**config.mk**
```make
export PLATFORM = sky130hd
export DESIGN_NAME = seg7_time_display
export DESIGN_NICKNAME = d
export VERILOG_FILES = /design/src/rtl/seg7_time_display.sv
export SDC_FILE = /design/constraint.sdc
export NUM_CORES = 1
export LEC_CHECK = 0
export ABC_CLOCK_PERIOD_IN_PS = 7800
export BUFFER_PORTS_ARGS = -buffer_cell sky130_fd_sc_hd__buf_2
export CAP_MARGIN = 5
export CORE_AREA = 2 2 100 102
export DETAILED_ROUTE_END_ITERATION = 7
export DIE_AREA = 0 0 102 104
export SLEW_MARGIN = 20
export SYNTH_ARGS = -nofsm -noshare
export SYNTH_HDL_FRONTEND = slang
export SYNTH_SLANG_ARGS = --single-unit
```
**constraint.sdc**
```tcl
create_clock -name clk -period 7.8 [get_ports clk]
set_clock_uncertainty 0.2 [all_clocks]
set_input_delay 0.78 -clock clk [delete_from_list [all_inputs] [get_ports clk]]
set_output_delay 0.78 -clock clk [all_outputs]
set_load 0.01 [all_outputs]
```
**src/rtl/seg7_time_display.sv**
```systemverilog
// MM.SS time display: binary minutes/seconds to BCD, multiplexed onto a 4-digit
// common-anode 7-segment display with a per-frame snapshot and optional field blink.
module seg7_time_display #(
  parameter int SCAN_DIV     = 50000,
  parameter int BLINK_FRAMES = 64
) (
  input  logic       clk,
  input  logic       reset,
  input  logic       enable,
  input  logic [5:0] seconds_in,
  input  logic [5:0] minutes_in,
  input  logic       blink_en,
  input  logic       blink_field,
  output logic [3:0] an_n,
  output logic [6:0] seg_n,
  output logic       dp_n,
  output logic       frame_done
);

  localparam int PW = $clog2(SCAN_DIV);
  localparam int BW = (BLINK_FRAMES > 1) ? $clog2(BLINK_FRAMES) : 1;

  logic [PW-1:0] pre;
  logic [1:0]    idx;
  logic [5:0]    snap_sec;
  logic [5:0]    snap_min;
  logic [BW-1:0] blink_cnt;
  logic          blink_phase;
  logic [3:0]    an_hold;

  logic          tick;
  logic          frame_end;
  logic [5:0]    field_val;
  logic [3:0]    tens;
  logic [5:0]    units;
  logic [3:0]    digit;
  logic [6:0]    seg_next;
  logic [3:0]    an_next;

  function automatic logic [3:0] bcd_tens(input logic [5:0] v);
    if (v >= 6'd50)      bcd_tens = 4'd5;
    else if (v >= 6'd40) bcd_tens = 4'd4;
    else if (v >= 6'd30) bcd_tens = 4'd3;
    else if (v >= 6'd20) bcd_tens = 4'd2;
    else if (v >= 6'd10) bcd_tens = 4'd1;
    else                 bcd_tens = 4'd0;
  endfunction

  function automatic logic [6:0] font(input logic [3:0] d);
    case (d)
      4'd0:    font = 7'b1000000;
      4'd1:    font = 7'b1111001;
      4'd2:    font = 7'b0100100;
      4'd3:    font = 7'b0110000;
      4'd4:    font = 7'b0011001;
      4'd5:    font = 7'b0010010;
      4'd6:    font = 7'b0000010;
      4'd7:    font = 7'b1111000;
      4'd8:    font = 7'b0000000;
      4'd9:    font = 7'b0010000;
      default: font = 7'b0111111;
    endcase
  endfunction

  always_comb begin
    tick      = (pre == PW'(SCAN_DIV - 1));
    frame_end = tick && (idx == 2'd3);
    // Digit 0 reads the live inputs because the snapshot is captured on that same tick.
    if (idx == 2'd0)      field_val = seconds_in;
    else if (idx == 2'd1) field_val = snap_sec;
    else                  field_val = snap_min;
    tens     = bcd_tens(field_val);
    units    = field_val - (6'(tens) * 6'd10);
    digit    = idx[0] ? tens : units[3:0];
    seg_next = (field_val > 6'd59) ? 7'b0111111 : font(digit);
    an_next  = ~(4'b0001 << idx);
    if (blink_en && !blink_phase && (blink_field == idx[1])) an_next = 4'b1111;
  end

  always_ff @(posedge clk or posedge reset) begin
    if (reset) begin
      pre         <= '0;
      idx         <= 2'd0;
      snap_sec    <= 6'd0;
      snap_min    <= 6'd0;
      blink_cnt   <= '0;
      blink_phase <= 1'b1;
      an_hold     <= 4'b1111;
      an_n        <= 4'b1111;
      seg_n       <= 7'h7F;
      dp_n        <= 1'b1;
      frame_done  <= 1'b0;
    end else if (enable) begin
      pre        <= tick ? '0 : pre + PW'(1);
      frame_done <= frame_end;
      if (tick) begin
        idx     <= idx + 2'd1;
        seg_n   <= seg_next;
        dp_n    <= (idx != 2'd2);
        an_hold <= an_next;
        an_n    <= an_next;
        if (idx == 2'd0) begin
          snap_sec <= seconds_in;
          snap_min <= minutes_in;
        end
      end else begin
        an_n <= an_hold;
      end
      if (!blink_en) begin
        blink_cnt   <= '0;
        blink_phase <= 1'b1;
      end else if (frame_end) begin
        if (blink_cnt == BW'(BLINK_FRAMES - 1)) begin
          blink_cnt   <= '0;
          blink_phase <= ~blink_phase;
        end else begin
          blink_cnt <= blink_cnt + BW'(1);
        end
      end
    end else begin
      // Frozen scan: keep all counters, just blank the anodes.
      an_n       <= 4'b1111;
      frame_done <= 1'b0;
    end
  end

endmodule
```
# After elaboration in Yosys (flattened, before gate mapping)
# Memories as Yosys holds them, arrays and structs flattened.
# Cells that the tools add are included.
# totals
reg_bits,54
rom_bits,112
input_bits,17
word_cells,63
mem_count,1
# classes
add_sub_neg,4
multipliers,1
order_cmp,6
eq_ne,8
shifts,1
muxes,20
bitwise_logic,2
reduce_logical,9
# memory_table
name,words,word_bits,rd,rd_ports_with_merged_regs,write_ports,line,rtl
(name not given),16,7,1,0,0,50,case (d)
# ops
operator,n
$mux 6,5
$add 16x1->16 const B,1
$eq 16x16->1 const B,1
$mux 16,1
$mux 4,4
$ge 6x5->1 const B,2
$ge 6x6->1 const B,2
$mux 7,1
$add 6x1->6 const B,1
$eq 6x6->1 const B,1
$ge 6x4->1 const B,1
$gt 6x6->1 const B,1
$mux 3,2
$reduce_and 3->1,2
$mux 1,5
$mux 2,2
$ne 2x1->1 const B,2
$not 4->4,1
$reduce_and 2->1,2
$shl 1x2->4 const A,1
$sub 4x4->4,1
$logic_and 1x1->1,3
$mul 3x3->3 const B,1
$add 2x1->2 const B,1
other kinds (7),7

# Longest topological paths before layout
# Gate-level depths: netlist of the first run.
# An unclocked memory read counts as a cell.
# depth
ltp_word,14
ltp_mapped,19
ltp_nobuf,17

# Worst setup path after synthesis of the first run
# No wires, ideal clock.
# synth_timing
path_kind,reg2reg
from,register idx[0]
to,register seg_n[0]
arrival_time_ns,3.900
required_ns,7.517
slack_ns,3.617
path_stages_with_launch,17
n_path_buf,2
synth_period_minus_slack_ns,4.183
path_cell_list,dfrtp_1 > clkbuf_1 > inv_1 > ha_1 > buf_4 > nand2_1 > o21ai_4 > or2_2 > a32o_1 > a21oi_1 > ha_1 > inv_1 > fa_1 > mux2_2 > mux2i_1 > nand3_1 > a221o_1
# synth_between
elab_chain_cells,14
# synth_lines
item,line,rtl
"start, declared",24,logic [1:0] idx;
"start signal, assigned",97,idx <= idx + 2'd1;
$eq 2x1->1,70,else if (idx == 2'd1) field_val = snap_sec;
$mux 6,70,
$mux 6,69,if (idx == 2'd0) field_val = seconds_in;
$ge 6x4->1,45,else if (v >= 6'd10) bcd_tens = 4'd1;
$mux 1,45,
$mux 2,44,else if (v >= 6'd20) bcd_tens = 4'd2;
$mux 2,43,else if (v >= 6'd30) bcd_tens = 4'd3;
$mux 3,42,else if (v >= 6'd40) bcd_tens = 4'd4;
$mux 3,41,if (v >= 6'd50) bcd_tens = 4'd5;
$mul 3x3->3,73,units = field_val - (6'(tens) * 6'd10);
$sub 4x4->4,73,
$mux 4,74,digit = idx[0] ? tens : units[3:0];
$mem_v2 16x7,-,
$mux 7 *,75,seg_next = (field_val > 6'd59) ? 7'b0111111 : font(digit);
"end signal, assigned",98,seg_n <= seg_next;
"end, declared",15,"output logic [6:0] seg_n,"
# Mark *: on every way between the ends. The rest lies on a longest branch, timed or not.
# A chain may end at the register's enable or synchronous reset.

# Final worst setup path of the first run
# layout_timing
from,register idx[0]
to,register seg_n[3]
# Same word-level chain as after synthesis.

==> results of run 1 <==
[worst max-delay path: stages (launching register included)]
cell	delay [ns]
dfrtp_1	0.56
inv_1	0.22
ha_1	0.62
nand2_1	0.16
o21ai_1	0.31
nand2b_1	0.17
a32o_1	0.23
a21oi_1	0.23
ha_1	0.19
inv_1	0.05
fa_1	0.49
nor3b_1	0.33
and4_2	0.28
nor3_2	0.06
a221o_1	0.31
[final cells by class]
type,count,area [sq um],area share (%)
multi-input cells,222,1620,47.2
flip-flops and latches,54,1370,40.0
well taps,133,166,4.85
repair buffers,30,153,4.45
clock buffers,6,72.6,2.12
inverters,9,33.8,0.985
clock inverters,2,13.8,0.401
[sequential cells by signal, indices dropped and copies added (netlist names), 2 cells and up]
register and flops:
snap_min 6, idx 2, an_hold 4, seg_n 7
an_n 4, blink_cnt 6, pre 16, snap_sec 6
[logic make-up (layout without fill, tap and decap cells)]
kind of cell             count (synthesis)  after routing  share of synthesized area [%]
AO/OA/AOI/OAI                           60             60                           14.4
AND/OR/NAND/NOR                        107            107                           18.1
buffers and inverters                   19             47                           3.04
flip-flops                              54             54                           44.5
adder cells (fa/ha/maj)                 15             15                           6.25
XOR/XNOR                                14             14                           3.98
multiplexers                            26             26                           9.65
[per-layer routing]
| metal | up-vias | routed length [microns] | share of wire (%) |
|---|---|---|---|
| met5 | - | 0 | 0 |
| met4 | 0 | 80 | 1.3 |
| met3 | 8 | 200 | 3.4 |
| met2 | 32 | 2830 | 48 |
| met1 | 1056 | 2830 | 48 |
| li1 | 1114 | - | - |
[cells in the mapped netlist (all sizes together), types with 7 or more instances]
library cell,count
inv,9
a21oi,7
mux2,17
mux2i,9
a31oi,7
nand3,18
nand4,7
ha,13
xnor2,9
o21ai,21
nand2,36
nor2,18
dfstp,17
dfrtp,37
[layout by cell type, fill, tap and decap left out, drive strengths merged, types with 4 or more instances in the layout]
cell type  synthesis  final
a21oi              7      7
a221o              4      4
a31oi              7      7
and2               5      5
buf                6     30
clkbuf             4      6
dfrtp             37     37
dfstp             17     17
ha                13     13
inv                9     10
mux2              17     17
mux2i              9      9
nand2             36     36
nand3             18     18
nand4              7      7
nor2              18     18
nor3               4      4
o21ai             21     21
xnor2              9      9
xor2               5      5
[path summary, 6_finish.rpt]
| kind | from | end | depth (start not counted) |
|---|---|---|---|
| max | idx[0] | seg_n[3] | 14 |
| min | dp_n | dp_n | 2 |
| max reg2reg | idx[0] | seg_n[3] | 14 |
| min reg2reg | dp_n | dp_n | 2 |
| max in group asynchronous | reset | pre[9] | 3 |
| min in group asynchronous | reset | snap_sec[0] | 3 |
[report_power, final]
| part | internal, mW | total, mW | leakage, nW | switching [mW] |
|---|---|---|---|---|
| clock | 0.0644 | 0.162 | 0.0456 | 0.0973 |
| combinational | 0.0230 | 0.0495 | 0.750 | 0.0264 |
| sequential | 0.299 | 0.319 | 0.673 | 0.0191 |
| total | 0.387 | 0.530 | 1.47 | 0.143 |
==> flow_metrics.py, run 1 <==
metrics = {
    "outcome": {
        "outcome": "complete, no violations",
    },
    "global_routing": {
        "busiest_layer": "met2",
        "use_met3_pct": 2.35,
        "use_met1_pct": 15.8,
        "grt_pass1_wl_microns": 10300,
        "grt_max_degree": 55,
        "antenna_found_initial": 0,
        "grt_pass1_vias": 2177,
        "grt.overflow.total": 0,
        "grt_use_met2_pct": 19.6,
        "grtUsageTotal_pct": 11.9,
    },
    "synthesis": {
        "async_flop_share_pct": 100,
        "syn_area_per_cell_sq_um": 10.5,
        "synthTopCellsByArea": "dfrtp_1 (30%), dfstp_2 (14%), mux2_2 (5.8%), ha_1 (5.3%), nand2_1 (4.4%)",
        "ys_ff_latch": 54,
        "synth_area_leader_cell": "dfrtp_1",
        "syn_inst": 295,
        "syn_nets": 326,
        "yosysSeqAreaShare_pct": 44.5,
        "synth.distinct_cells": 59,
        "yosysTopAreaCellShare_pct": 30.0,
        "ys_warn_count": 0,
        "synth-edff-count": 0,
        "ys.flop_type": "dfrtp_1",
        "netlist_area_sq_um": 3080,
    },
    "flow_run": {
        "drv_cap": 0,
    },
    "setup_path": {
        "criticalPathCategory": "reg2reg",
        "cp.required_ns": 7.84,
        "arrival_ns": 4.53,
        "cp-end-kind": "register",
        "cp_max_fo": 15,
        "regToRegSetupSlack_ns": 3.31,
        "cp-start-kind": "register",
    },
    "timing": {
        "period_needed_ns": 4.49,
        "finalSetupViolations": 0,
        "max_freq_mhz": 223,
        "fin_ws_ns": 3.31,
        "worst_slew_pin_slew_ns": 0.747,
        "fin_tns_setup_ns": 0,
        "hold_violations": 0,
        "timing.hold.ws_ns": 0.292,
        "layout_worst_path_cycle_share_pct": 57.6,
        "maxSlewViolCount": 0,
        "rsz0062_at_grt": "false",
        "slew_headroom_pct": 50.2,
    },
    "cts": {
        "htree_levels": 2,
        "ctsHoldBuffers": 0,
        "cts.repair.resized": 0,
        "cts.sinks": 54,
        "cts_buffer_depth": 2,
        "cts_tree": "yes",
        "cts_buffers": 5,
        "root_buffer": "clkbuf_8",
        "cts_setup_buffers": 0,
        "clk_latency_ns": 0.31,
        "clk_pin_slew_worst_paths_ns": 0.11,
    },
    "floorplanning": {
        "die_x_microns": 102,
        "initial_core_util_pct": 32.3,
        "die_h_microns": 104,
        "core_sq_um": 9550,
        "io_pins": 30,
        "dieArea_sq_um": 10600,
        "rows": 36,
    },
    "layout": {
        "final_layout_size_suffix_gt1_share_pct": 27.9,
        "nNetsFinal": 353,
        "fill_cells": 989,
        "area_growth_pct": 11.2,
        "fin_cells": 456,
        "insertedDiodeCount": 0,
        "final_util_pct": 35.9,
        "stdcell_area_sq_um": 3430,
    },
    "detailed_routing": {
        "final_antenna_net_count": 0,
        "first_iter_violations": 87,
        "drc_errors": 0,
        "wl_microns": 5940,
        "via_per_inst": 4.85,
        "drtPass1Iterations": 4,
        "wl_per_cell_microns": 13.0,
        "via_count": 2210,
    },
    "placement": {
        "hpwl_microns": 4310,
        "placed_area_sq_um": 3340,
        "pre_cts_ws_ns": 3.32,
        "numPortBuffers": 29,
        "routabilityCongestion": 0.815,
        "dp.cells": 448,
    },
    "pwr": {
        "ir_drop_mv": 0.0649,
        "power.total_mw": 0.530,
        "p_leak_nw": 1.47,
        "powerDensity_nw_per_um2": 154,
    },
    "worst_hold_path": {
        "hold_class": "reg2reg",
    },
}
Note: power is estimated with default switching activity, not from simulation.
==> run 2, diff against run 1 <==
--- a/config.mk
+++ b/config.mk
@@ -5,12 +5,13 @@
 export SDC_FILE = /design/constraint.sdc
 export NUM_CORES = 1
 export LEC_CHECK = 0
-export ABC_CLOCK_PERIOD_IN_PS = 7800
+export ABC_AREA = 1
+export ABC_CLOCK_PERIOD_IN_PS = 4400
 export BUFFER_PORTS_ARGS = -buffer_cell sky130_fd_sc_hd__buf_2
 export CAP_MARGIN = 5
-export CORE_AREA = 2 2 100 102
+export CORE_AREA = 2 2 101 103
 export DETAILED_ROUTE_END_ITERATION = 7
-export DIE_AREA = 0 0 102 104
+export DIE_AREA = 0 0 103 105
 export SLEW_MARGIN = 20
 export SYNTH_ARGS = -nofsm -noshare
 export SYNTH_HDL_FRONTEND = slang
==> constraint.sdc (replaced) <==
create_clock -name clk -period 4.4 [get_ports clk]
set_clock_uncertainty 0.2 [all_clocks]
set_input_delay 0.44 -clock clk [delete_from_list [all_inputs] [get_ports clk]]
set_output_delay 0.44 -clock clk [all_outputs]
set_load 0.01 [all_outputs]
==> run 2 against run 1 <==
Core utilization rose by 0.61 points. Non-clock buffer count rose by 1. Routed wire length rose by 0.49%. Global-route usage rose by 0.24 points. Total power rose by 110%. Worst hold slack got worse by 0.13 ns. Critical path type unchanged. Via count rose by 9.4%. Critical endpoint unchanged. Synthesized cell count rose by 27%.
==> flow_metrics.py, run 2 <==
metrics = {
    "outcome": {
        "outcome": "complete, no violations",
    },
    "detailed_routing": {
        "wl_per_cell_microns": 11.0,
        "drc_errors": 0,
        "drtPass1Iterations": 4,
        "dr.max_layer_used": "met4",
        "first_iter_violations": 83,
        "route.met3.wl_microns": 244,
        "wl_microns": 5970,
        "via_count": 2417,
        "wl_met2_microns": 2600,
        "via_per_inst": 4.46,
        "m1WireLength_microns": 3060,
        "final_antenna_net_count": 0,
    },
    "timing": {
        "hold_violations": 0,
        "max_freq_mhz": 257,
        "layout_worst_path_cycle_share_pct": 88.3,
        "timing.hold.ws_ns": 0.160,
        "rsz0062_at_grt": "false",
        "finalSetupViolations": 0,
        "maxSlewViolCount": 0,
        "period_needed_ns": 3.89,
        "slew_headroom_pct": 65.1,
        "fin_tns_setup_ns": 0,
        "worst_slew_pin_slew_ns": 0.523,
        "fin_ws_ns": 0.514,
    },
    "setup_path": {
        "worstPathCellList": "inv_1 -> ha_1 -> inv_2 -> nor2_1 -> a31oi_2 -> inv_1 -> nor2_4 -> o21ai_2 -> nand2_1 -> ha_1 -> or2_2 -> nand2_1 -> inv_1 -> ha_1 -> inv_1 -> o21ai_0 -> nand2_1 -> nand3_1 -> o21ai_1 -> inv_1",
        "cp_top_family": "adder cells",
        "cpMaxStageDelayCell": "dfrtp_1",
        "cp_max_fo": 11,
        "cp.required_ns": 4.45,
        "criticalPathCategory": "reg2reg",
        "crit_path_max_incr_delay_ns": 0.56,
        "crit_top_cell": "inv_1",
        "arrival_ns": 3.94,
        "cp-start-kind": "register",
        "crit_buf_inv": 6,
        "critical_path_cell_count": 20,
        "cp-end-kind": "register",
        "r2r_cells": 20,
    },
    "floorplanning": {
        "core_sq_um": 9640,
        "dieArea_sq_um": 10800,
        "io_pins": 30,
        "die_h_microns": 105,
        "rows": 36,
        "initial_core_util_pct": 32.5,
        "die_x_microns": 103,
    },
    "synthesis": {
        "syn_area_per_cell_sq_um": 8.37,
        "synthTopCellsByArea": "dfrtp_1 (30%), dfstp_2 (14%), nand2_1 (11%), inv_1 (6.5%), ha_1 (5.2%)",
        "synthTopCellsByCount": "nand2_1 (90), inv_1 (54), dfrtp_1 (37)",
        "ys.flop_type": "dfrtp_1",
        "yosysSeqAreaShare_pct": 43.8,
        "syn_inst": 374,
        "synth.most_common_cell": "nand2_1",
        "async_flop_share_pct": 100,
        "yosysTopAreaCellShare_pct": 29.6,
        "ys_ff_latch": 54,
        "ys_warn_count": 0,
        "synth.distinct_cells": 44,
        "syn_nets": 405,
        "synth-edff-count": 0,
        "synth_area_leader_cell": "dfrtp_1",
        "netlist_area_sq_um": 3130,
    },
    "layout": {
        "final_layout_size_suffix_gt1_share_pct": 24.2,
        "mostFrequentLayoutCells": "nand2_1 (90), inv_1 (53), dfrtp_1 (37), buf_2 (29), nor2_1 (26)",
        "nNetsFinal": 439,
        "final_common_cell": "nand2_1",
        "fin_cells": 542,
        "fill_cells": 1038,
        "multi_input_area_sq_um": 1510,
        "regArea_sq_um": 1370,
        "area_growth_pct": 12.5,
        "reg_top3": "pre: 16 flops, seg_n: 7 flops",
        "largest_reg_flops": 16,
        "insertedDiodeCount": 0,
        "top_register": "pre",
        "final_util_pct": 36.5,
    },
    "placement": {
        "dp.cells": 533,
        "routabilityCongestion": 0.792,
        "numPortBuffers": 29,
        "hpwl_microns": 4560,
        "pre_cts_ws_ns": 0.528,
    },
    "pwr": {
        "combPwrFrac_pct": 22.4,
        "switching_share_pct": 31.4,
        "p_seq_share_pct": 53.8,
        "p_int_mw": 0.770,
        "p_leak_nw": 1.72,
        "p_clk_share_pct": 23.8,
        "ir_drop_mv": 0.129,
        "p_switching_mw": 0.352,
        "powerDensity_nw_per_um2": 319,
    },
    "cts": {
        "cts_buffer_depth": 2,
        "cts_setup_buffers": 0,
        "clk_pin_slew_worst_paths_ns": 0.09,
        "root_buffer": "clkbuf_8",
        "cts.repair.resized": 0,
        "cts_buffers": 5,
        "cts_tree": "yes",
        "cts.sinks": 54,
        "htree_levels": 2,
        "clk_latency_ns": 0.30,
    },
    "global_routing": {
        "antenna_found_initial": 0,
        "grt.overflow.total": 0,
        "grt_pass1_vias": 2417,
        "grtUsageTotal_pct": 12.1,
        "grt_max_degree": 43,
        "grt_pass1_wl_microns": 10700,
    },
    "worst_hold_path": {
        "hold_class": "in2reg",
        "hold_path_depth": 2,
    },
    "flow_run": {
        "drv_cap": 0,
    },
}
==> run 2: cell types whose count changed after synthesis, sizes merged, moves of 4 or more <==
cell,delta
mux2,-10
nand2,+64
inv,+50
nand3,+7
mux2i,-9
nor2,+11
a221o,-4
and2,-5
a21oi,+7
xnor2,-7
==> run 2: logic make-up (layout without fill, tap and decap cells) <==
kind of cell    Yosys count  after routing  synth area share, %
compound gates           50             50                 10.5
xor+xnor                 10             10                 3.04
fa+ha+maj                14             14                 5.84
buf+inv                  65            100                 7.95
flops                    54             54                 43.8
mux                       7              7                 2.52
simple gates            174            174                 26.3
==> run 2: layout make-up <==
class	instances	share of cell area, %
Multi-Input combinational cell	255	42.9
Sequential cell	54	39.0
Inverter	61	6.54
Tap cell	133	4.73
Timing Repair Buffer	31	4.62
Clock buffer	8	2.27
==> run 2: repair_timing <==
item | in CTS | in global routing
endpoints found under the hold margin | 12 | 0
endpoints found under the setup margin | 0 | 0
hold buffers | 1 | 0
==> run 2: layer usage <==
layer | up-vias | global-route usage, %
met2 | 42 | 18.7
met3 | 7 | 2.94
met5 | - | 0
met1 | 1103 | 17.2
met4 | 0 | 2.63
li1 | 1265 | -
==> run 2: through the flow <==
stage                     total power [mW]  instance area (sq um)
final                                 1.12                   3520
after global routing                  1.21                   3520
after CTS                             1.13                   3520
after detailed placement             0.864                   3430
after global placement               0.859                   3430
after floorplan                      0.802                   3130
==> run 2: power groups by stage <==
stage               Combinational (mW)  Clock [mW]  Sequential, mW
floorplan                        0.194           0           0.608
global placement                 0.248           0           0.611
detailed placement               0.252           0           0.613
CTS                              0.255       0.275           0.604
global route                     0.290       0.303           0.613
finish                           0.251       0.267           0.604
==> run 2: path summary, 6_finish.rpt <==
| kind | from | to | slack [ns] |
|---|---|---|---|
| worst max-delay path | idx[0] | seg_n[3] | 0.51 |
| worst min-delay path | minutes_in[2] | snap_min[2] | 0.16 |
| worst max register to register | idx[0] | seg_n[3] | 0.51 |
| worst min register to register | seg_n[6] | seg_n[6] | 0.28 |
| max in group asynchronous | reset | dp_n | 2.78 |
| min in group asynchronous | reset | snap_min[4] | 0.40 |
==> run 3, diff against run 2 <==
--- a/config.mk
+++ b/config.mk
@@ -5,13 +5,13 @@
 export SDC_FILE = /design/constraint.sdc
 export NUM_CORES = 1
 export LEC_CHECK = 0
-export ABC_AREA = 1
 export ABC_CLOCK_PERIOD_IN_PS = 4400
 export BUFFER_PORTS_ARGS = -buffer_cell sky130_fd_sc_hd__buf_2
 export CAP_MARGIN = 5
-export CORE_AREA = 2 2 101 103
+export CORE_AREA = 2 2 100 102
 export DETAILED_ROUTE_END_ITERATION = 7
-export DIE_AREA = 0 0 103 105
+export DIE_AREA = 0 0 102 104
+export REMOVE_ABC_BUFFERS = 1
 export SLEW_MARGIN = 20
 export SYNTH_ARGS = -nofsm -noshare
 export SYNTH_HDL_FRONTEND = slang
==> run 3 against run 2 <==
Sequential power fell by 6.6%. First-iteration DRC count fell by 11%. Non-clock buffer count rose by 5. Worst hold slack improved by 0.0028 ns. Total power fell by 16%. Combinational power fell by 65%. Setup slack got worse by 0.22 ns. Cell count fell by 15%.
==> flow_metrics.py, run 3 (synthesis gave the netlist of run 1 again) <==
metrics = {
    "worst_hold_path": {
        "hold_class": "in2reg",
    },
    "floorplanning": {
        "rows": 36,
        "initial_core_util_pct": 32.3,
        "die_x_microns": 102,
        "dieArea_sq_um": 10600,
        "core_sq_um": 9550,
        "die_h_microns": 104,
        "io_pins": 30,
    },
    "placement": {
        "pre_cts_ws_ns": 0.132,
        "placed_area_sq_um": 3380,
        "numPortBuffers": 29,
        "routabilityCongestion": 0.829,
        "hpwl_microns": 4560,
    },
    "pwr": {
        "powerDensity_nw_per_um2": 269,
        "p_leak_nw": 1.50,
        "ir_drop_mv": 0.120,
    },
    "global_routing": {
        "antenna_found_initial": 0,
        "grt_max_degree": 34,
        "grt_pass1_wl_microns": 10600,
        "grt_pass1_vias": 2322,
        "grtUsageTotal_pct": 12.2,
        "grt.overflow.total": 0,
    },
    "layout": {
        "multi_input_area_sq_um": 1640,
        "stdcell_area_sq_um": 3500,
        "nNetsFinal": 359,
        "largest_reg_flops": 16,
        "top_register": "pre",
        "area_growth_pct": 13.6,
        "final_layout_size_suffix_gt1_share_pct": 30.4,
        "insertedDiodeCount": 0,
        "mostFrequentLayoutCells": "dfrtp_1 (37), nand2_1 (36), buf_2 (29), nor2_1 (18)",
        "fill_cells": 998,
        "regArea_sq_um": 1370,
        "reg_top3": "pre: 16 flops, seg_n: 7 flops",
        "final_common_cell": "dfrtp_1",
    },
    "flow_run": {
        "drv_cap": 0,
    },
    "detailed_routing": {
        "via_count": 2253,
        "via_per_inst": 4.88,
        "wl_microns": 6060,
        "drc_errors": 0,
        "wl_per_cell_microns": 13.1,
        "final_antenna_net_count": 0,
        "first_iter_violations": 74,
        "drtPass1Iterations": 4,
    },
    "setup_path": {
        "crit_path_max_incr_delay_ns": 0.51,
        "worstPathCellList": "inv_1 -> ha_2 -> buf_4 -> mux2i_1 -> o21ai_2 -> or2_2 -> a32o_1 -> a21oi_2 -> ha_1 -> inv_1 -> fa_1 -> mux2_4 -> mux2i_1 -> nand3_1 -> a221o_1",
        "criticalPathCategory": "reg2reg",
        "cp-start-kind": "register",
        "cp-end-kind": "register",
        "cp.required_ns": 4.43,
        "cpMaxStageDelayCell": "fa_1",
        "arrival_ns": 4.13,
        "cp_max_fo": 9,
        "regToRegSetupSlack_ns": 0.29,
    },
    "timing": {
        "rsz0062_at_grt": "false",
        "slew_headroom_pct": 57.1,
        "max_freq_mhz": 243,
        "worst_slew_pin_slew_ns": 0.638,
        "layout_worst_path_cycle_share_pct": 93.4,
        "fin_tns_setup_ns": 0,
        "maxSlewViolCount": 0,
        "fin_ws_ns": 0.291,
        "finalSetupViolations": 0,
        "hold_violations": 0,
        "period_needed_ns": 4.11,
    },
    "outcome": {
        "outcome": "complete, no violations",
    },
    "cts": {
        "cts_setup_buffers": 0,
        "cts_buffer_depth": 2,
        "htree_levels": 2,
        "cts_buffers": 5,
        "cts.sinks": 54,
        "cts_tree": "yes",
        "root_buffer": "clkbuf_8",
        "clk_latency_ns": 0.30,
        "clk_pin_slew_worst_paths_ns": 0.10,
    },
}
run 3: cell types whose count changed in the layout (fill, tap and decap cells not counted), moves of 8 or more:
cell | previous run | this run
nand2_1 | 90 | 36
mux2i_1 | 0 | 8
nor2_1 | 26 | 18
nand2_2 | 9 | 0
mux2_2 | 7 | 15
inv_1 | 53 | 8
run 3: path summary, 6_finish.rpt:
kind | start | to | cells past startpoint
max in group asynchronous | reset | an_hold[1] | 4
min in group asynchronous | reset | frame_done | 3
min | minutes_in[4] | snap_min[4] | 2
max | idx[1] | seg_n[3] | 15
max reg2reg | idx[1] | seg_n[3] | 15
min reg2reg | dp_n | dp_n | 2
run 3: power breakdown:
part | switching [mW] | internal, mW | leakage [nW]
Combinational | 0.0478 | 0.0411 | 0.780
Sequential | 0.0335 | 0.531 | 0.673
Clock | 0.160 | 0.127 | 0.0472
Total | 0.242 | 0.699 | 1.50
run 3: worst max-delay path: cells and delay by family, from the launching register on:
| family | cells | cell delay (ns) |
|---|---|---|
| AND/OR/NAND/NOR | 2 | 0.42 |
| adder cells (fa/ha/maj) | 3 | 0.92 |
| flip-flops | 1 | 0.45 |
| buffers and inverters | 3 | 0.34 |
| AO/OA/AOI/OAI | 4 | 0.93 |
| multiplexers | 3 | 0.76 |
run 3: layer usage:
layer	GRT usage (%)	vias up	wire [microns]
met5	0	-	0
met4	2.67	0	56
met3	2.62	6	187
met2	20.9	26	3070
met1	15.6	1094	2750
li1	-	1127	-
run 3: repair_timing:
action,in CTS,in global routing
hold endpoints to repair,11,0
hold buffers,1,0
gates resized for setup,0,5
setup endpoints to repair,0,5
run 3: through the flow:
| step | util, % | instances | hold slack [ns] | total power, mW |
|---|---|---|---|---|
| after CTS | 36.5 | 462 | 0.152 | 0.952 |
| after detailed placement | 35.4 | 453 | 0.274 | 0.664 |
| final | 36.7 | 462 | 0.162 | 0.941 |
| after floorplan | - | 285 | 0.246 | 0.631 |
| after global placement | 35.4 | 453 | 0.266 | 0.660 |
| after global routing | 36.7 | 462 | 0.147 | 0.990 |
run 3: final cells by class:
cell class	count	area share (%)
clock buffer	6	2.36
sequential	54	39.2
inverter	9	0.964
multi-input combinational	222	46.7
clock inverter	2	0.357
tap	133	4.75
timing repair buffer	36	5.71
